## config.mk

```make
export PLATFORM = sky130hd
export DESIGN_NAME = speed_switch_controller_flat
export DESIGN_NICKNAME = d
export VERILOG_FILES = /design/src/rtl/speed_switch_controller_pkg.sv /design/src/rtl/speed_switch_controller_if.sv /design/src/rtl/speed_switch_controller.sv /design/src/flat_wrapper.sv
export SDC_FILE = /design/constraint.sdc
export NUM_CORES = 1
export LEC_CHECK = 0
export ABC_AREA = 1
export BUFFER_PORTS_ARGS = -buffer_cell sky130_fd_sc_hd__buf_4
export CAP_MARGIN = 5
export CORE_MARGIN = 2
export CORE_UTILIZATION = 56
export CTS_BUF_LIST = sky130_fd_sc_hd__clkbuf_8 sky130_fd_sc_hd__clkbuf_16
export DETAILED_ROUTE_END_ITERATION = 12
export GPL_TIMING_DRIVEN = 0
export PLACE_DENSITY = 0.83
export SYNTH_ARGS = -nofsm -noshare
export SYNTH_HDL_FRONTEND = slang
export SYNTH_SLANG_ARGS = --single-unit
```

## constraint.sdc

```tcl
create_clock -name clk -period 3.71 [get_ports clk]
set_input_delay 0.742 -clock clk [delete_from_list [all_inputs] [get_ports clk]]
set_output_delay 0.742 -clock clk [all_outputs]
set_load 0.005 [all_outputs]
```

## src/rtl/speed_switch_controller_pkg.sv

```systemverilog
// speed_switch_controller_pkg: shared KEY1 constants, speed FSM states and read helper.
package speed_switch_controller_pkg;
  localparam logic [15:0] KEY1_ADDR = 16'hFF4D;
  localparam int SWITCH_CYCLES_DEFAULT = 2050;
  localparam logic [7:0] KEY1_DMG_READ = 8'hFF;
  typedef enum logic {IDLE, SWITCH} speed_state_t;
  function automatic logic [7:0] key1_read(input logic cgb_soft, input logic double_speed, input logic prepare);
    return cgb_soft ? {double_speed, 6'b111111, prepare} : KEY1_DMG_READ;
  endfunction
endpackage

```

## src/rtl/speed_switch_controller_if.sv

```systemverilog
// speed_switch_controller_if: CPU-side KEY1 access, STOP handshake and speed status.
interface speed_switch_controller_if;
  logic cpu_en;
  logic [7:0] rdata;
  logic [7:0] wdata;
  logic write;
  logic cgb_soft;
  logic stop_req;
  logic stop_taken;
  logic cpu_stall;
  logic double_speed;
  logic speed_switched;
  modport master (
    output cpu_en, wdata, write, cgb_soft, stop_req,
    input rdata, stop_taken, cpu_stall, double_speed, speed_switched
  );
  modport slave (
    input cpu_en, wdata, write, cgb_soft, stop_req,
    output rdata, stop_taken, cpu_stall, double_speed, speed_switched
  );
endinterface

```

## src/rtl/speed_switch_controller.sv

```systemverilog
// speed_switch_controller: KEY1 (FF4D) prepare/speed register and the STOP-driven speed switch stall.
module speed_switch_controller
  import speed_switch_controller_pkg::*;
#(
  parameter int SWITCH_CYCLES = SWITCH_CYCLES_DEFAULT,
  parameter int CNT_W = 12
) (
  input logic clk,
  input logic reset,
  speed_switch_controller_if.slave bus
);
  localparam logic [CNT_W-1:0] LOAD = CNT_W'(SWITCH_CYCLES - 1);
  speed_state_t state;
  logic prepare;
  logic double_speed;
  logic cpu_stall;
  logic speed_switched;
  logic [CNT_W-1:0] counter;
  logic idle;
  logic take;
  assign idle = state == IDLE;
  // stop_req is judged against the prepare value held before any same-tick write
  assign take = bus.stop_req & prepare & bus.cgb_soft & idle;
  always_comb begin
    bus.rdata = key1_read(bus.cgb_soft, double_speed, prepare);
    bus.stop_taken = take;
    bus.cpu_stall = cpu_stall;
    bus.double_speed = double_speed;
    bus.speed_switched = speed_switched;
  end
  always_ff @(posedge clk) begin
    if (reset) begin
      state <= IDLE;
      prepare <= 1'b0;
      double_speed <= 1'b0;
      cpu_stall <= 1'b0;
      speed_switched <= 1'b0;
      counter <= '0;
    end else if (bus.cpu_en) begin
      speed_switched <= 1'b0;
      if (idle) begin
        if (bus.write && bus.cgb_soft) prepare <= bus.wdata[0];
        if (take) begin
          state <= SWITCH;
          counter <= LOAD;
          cpu_stall <= 1'b1;
        end
      end else if (counter != '0) begin
        counter <= counter - 1'b1;
      end else begin
        state <= IDLE;
        double_speed <= ~double_speed;
        prepare <= 1'b0;
        speed_switched <= 1'b1;
        cpu_stall <= 1'b0;
      end
    end
  end
endmodule

```

## src/flat_wrapper.sv

```systemverilog
// flat-port wrapper written by rule: the top's interface ports become plain ports
module speed_switch_controller_flat import speed_switch_controller_pkg::*;
#(
  parameter int SWITCH_CYCLES = SWITCH_CYCLES_DEFAULT,
  parameter int CNT_W = 12
)
  (clk, reset, bus_cpu_en, bus_wdata, bus_write, bus_cgb_soft, bus_stop_req, bus_rdata, bus_stop_taken, bus_cpu_stall, bus_double_speed, bus_speed_switched);
  speed_switch_controller_if bus_i ();
  input logic clk;
  input logic reset;
  input wire logic [$bits(bus_i.cpu_en)-1:0] bus_cpu_en;
  input wire logic [$bits(bus_i.wdata)-1:0] bus_wdata;
  input wire logic [$bits(bus_i.write)-1:0] bus_write;
  input wire logic [$bits(bus_i.cgb_soft)-1:0] bus_cgb_soft;
  input wire logic [$bits(bus_i.stop_req)-1:0] bus_stop_req;
  output wire logic [$bits(bus_i.rdata)-1:0] bus_rdata;
  output wire logic [$bits(bus_i.stop_taken)-1:0] bus_stop_taken;
  output wire logic [$bits(bus_i.cpu_stall)-1:0] bus_cpu_stall;
  output wire logic [$bits(bus_i.double_speed)-1:0] bus_double_speed;
  output wire logic [$bits(bus_i.speed_switched)-1:0] bus_speed_switched;
  assign bus_i.cpu_en = bus_cpu_en;
  assign bus_i.wdata = bus_wdata;
  assign bus_i.write = bus_write;
  assign bus_i.cgb_soft = bus_cgb_soft;
  assign bus_i.stop_req = bus_stop_req;
  assign bus_rdata = bus_i.rdata;
  assign bus_stop_taken = bus_i.stop_taken;
  assign bus_cpu_stall = bus_i.cpu_stall;
  assign bus_double_speed = bus_i.double_speed;
  assign bus_speed_switched = bus_i.speed_switched;
  speed_switch_controller #(.SWITCH_CYCLES(SWITCH_CYCLES), .CNT_W(CNT_W)) u_core (.clk(clk), .reset(reset), .bus(bus_i));
endmodule
```

==> out/qor.yml <==
run_status:
  status: "finished, final reports clean"
floorplanning:
  placementRows: 16
  fp.dieW_um: 48.37
  start_util_pct: 57.96
  design.die.area_um2: 2339
  io_pins: 26
  coreArea_um2: 1902
  die_y_um: 48.37
synthesis:
  synth_seq_cells: 17
  yosysUniqueCellTypes: 26
  yosys_warnings: 0
  avgSynthCellArea_um2: 6.640
  syn_inst: 166
  synth_commonest_cells: "nand2_1, nor2_1, inv_1"
  synth_area_leader_cell: "dfxtp_1"
  yosysTopAreaCellShare_pct: 30.87
  async_reset_ff_share_pct: 0
  ys_seq_area_share_pct: 30.87
  synthTopCellsByArea: "dfxtp_1, nand2_1, nor2_1, inv_1, nand3_1"
  synth_flop_cell: "dfxtp_1"
  synth_area_um2: 1102
  synth.most_common_cell: "nand2_1"
  synth_edf_count: 0
place:
  gp_congestion: 0.8490
  port_buffers: 12
  place_hpwl_um: 1746
grt:
  grt_overflow: 0
  grt_pass1_vias: 987
  antenna_found_initial: 0
  grt_max_degree: 11
  grt_usage_pct: 21.81
  grt_pass1_wl_um: 4119
timing:
  slew_viol_final: 0
  fmax_mhz: 517.7
  max_slew_margin_pct: 65.18
  period_minus_slack_ns: 1.932
  tightest_slew_ns: 0.5222
  setup_tns_ns: 0
  whs_ns: 0.4823
  skew_ns: 0.0009143
  period_share_pct: 52.07
  setup_viol: 0
  rsz0062_at_grt: "no"
  finalHoldViolCount: 0
power_and_ir_drop:
  vdd_drop_max_mv: 0.2896
  p_leak_nw: 0.6522
  p_per_area_nw_per_um2: 272.8
route:
  route.vias.total: 1060
  drt.antenna.violating_nets: 0
  avgRoutedWirePerCell_um: 11.19
  avgViaCountPerCell: 4.953
  drt_wl_total_um: 2394
  drtIter0Drc: 27
  drc: 0
  drt_pass1_iterations: 5
clock_tree:
  clk_pin_slew_ns: 0.06
  insertion_delay_ns: 0.25
  ctsHtreeMaxLevel: 1
  cts_sinks: 17
  cts_setup_buffers: 0
  clockBufferDepth: 2
  cts.repair.resized: 0
  clock-root-buffer: "clkbuf_8"
  hold_buffers: 0
  cts_tree: "built"
  cts_made_buffers: 3
layout:
  finalNetCount: 204
  area_growth_pct: 17.03
  drive_gt1_share_pct: 22.99
  num_antenna_cells: 0
critical_path:
  r2r-end: "u_core.counter[10]"
  critPathSlowestCell: "buf_4"
  cp.required_ns: 2.97
  max_stage_delay_ns: 0.12
  ff2ff_setup_slack_ns: 2.08
  critPathTopFamily: "buffers and inverters"
  r2r_cells: 9
  end_kind: "output port"
  path_cells: "buf_4 > nand2_1 > inv_1 > nand3_4 > inv_1 > buf_4"
  rr_startpoint: "u_core.counter[0]"
  timing.critical_path.buf_inv: 4
  path_class: "input port to output port"
  worstSetupStartpointType: "input port"
  cp_max_fo: 2
  arrival_ns: 1.19
run:
  cap_violations: 0
worst_hold_path:
  hold_depth: 2
  min_from: "u_core.bus.speed_switched"
  min_to: "u_core.bus.speed_switched"
  hold_path_class: "register to register"
## power by group
group          switching [mW]  internal, mW
sequential           0.000938         0.184
combinational          0.0175        0.0154
clock                  0.0611        0.0734
total                  0.0796         0.272
## per-layer routing
layer / GRT usage [%] / vias up / share of wire (%)
met3: 3.086 / 7 / 5.3
met2: 39.81 / 35 / 50
li1: - / 541 / -
met4: 8.571 / 0 / 2.2
met5: 0 / - / 0
met1: 25.69 / 477 / 43
## sequential cells by signal, indices dropped and copies added, names as in the netlist
signal and flops:
u_core.bus.cpu_stall 1, u_core.bus.double_speed 1, u_core.bus.speed_switched 1, u_core.counter 12, u_core.prepare 1, u_core.state 1
## tightest hold or removal path, stage by stage, from the launching register on
cell	delay, ns
dfxtp_1	0.31
nand2_1	0.07
a21oi_1	0.06
## through the flow
stage               worst slack, ns  utilization, %  std cells  power [mW]  cell area (um2)
floorplan                     1.974               -        171      0.2087             1121
global placement              1.779           65.46        210      0.2199             1245
detailed placement            1.777           65.46        210      0.2206             1245
CTS                           1.777           67.83        214      0.3523             1290
global route                  1.750           67.83        214      0.3629             1290
finish                        1.778           67.83        214      0.3519             1290
## cells by family after synthesis
group | Yosys count | synth area share [%]
buffers and inverters | 32 | 13.62
AOI/OAI and AO/OA | 16 | 8.854
other | 1 | 0.3402
DFF | 17 | 30.87
and+or+nand+nor | 95 | 41.66
adders and majority gates | 2 | 2.270
xor gates and xnor gates | 3 | 2.384
## layout by cell type (no fill, tap or decap)
| cell | synthesis | layout |
|---|---|---|
| nand2_2 | 3 | 3 |
| o21a_1 | 1 | 1 |
| nor3_1 | 1 | 1 |
| ha_1 | 2 | 2 |
| nor2_1 | 25 | 25 |
| a21oi_2 | 1 | 1 |
| nor2_4 | 3 | 3 |
| a21oi_1 | 11 | 11 |
| or2_1 | 1 | 1 |
| nand3_1 | 14 | 14 |
| clkbuf_1 | 1 | 1 |
| nand2_4 | 2 | 2 |
| buf_6 | 1 | 1 |
| nand2_1 | 39 | 39 |
| nand3_4 | 1 | 1 |
| conb_1 | 1 | 6 |
| inv_1 | 19 | 20 |
| dfxtp_1 | 17 | 17 |
| xor2_1 | 3 | 3 |
| nand4_1 | 1 | 1 |
| o21ai_1 | 2 | 2 |
| nand3_2 | 2 | 2 |
| inv_2 | 5 | 5 |
| nor2_2 | 3 | 3 |
| buf_4 | 6 | 18 |
| a21oi_4 | 1 | 1 |
| clkbuf_8 | 0 | 3 |
## cell type report
class	instances	area (um2)
timing repair buffer	12	90.09
inverter	24	90.09
sequential	17	340.3
clock buffer	3	41.29
buffer	8	60.06
multi-input combinational	122	630.6
tap	27	33.78
clock inverter	1	3.754
fill	156	611.8
## worst max-delay path by stage
stage	from	end	slack [ns]	cells after the start
final	bus_stop_req	bus_stop_taken	1.78	6
after global routing	bus_stop_req	bus_stop_taken	1.75	6
after CTS	bus_stop_req	bus_stop_taken	1.78	6
after detailed placement	bus_stop_req	bus_stop_taken	1.78	6
after global placement	bus_stop_req	bus_stop_taken	1.78	6
after floorplan	bus_stop_req	bus_stop_taken	1.97	4
No activity file was read; power rests on OpenSTA's default activity.
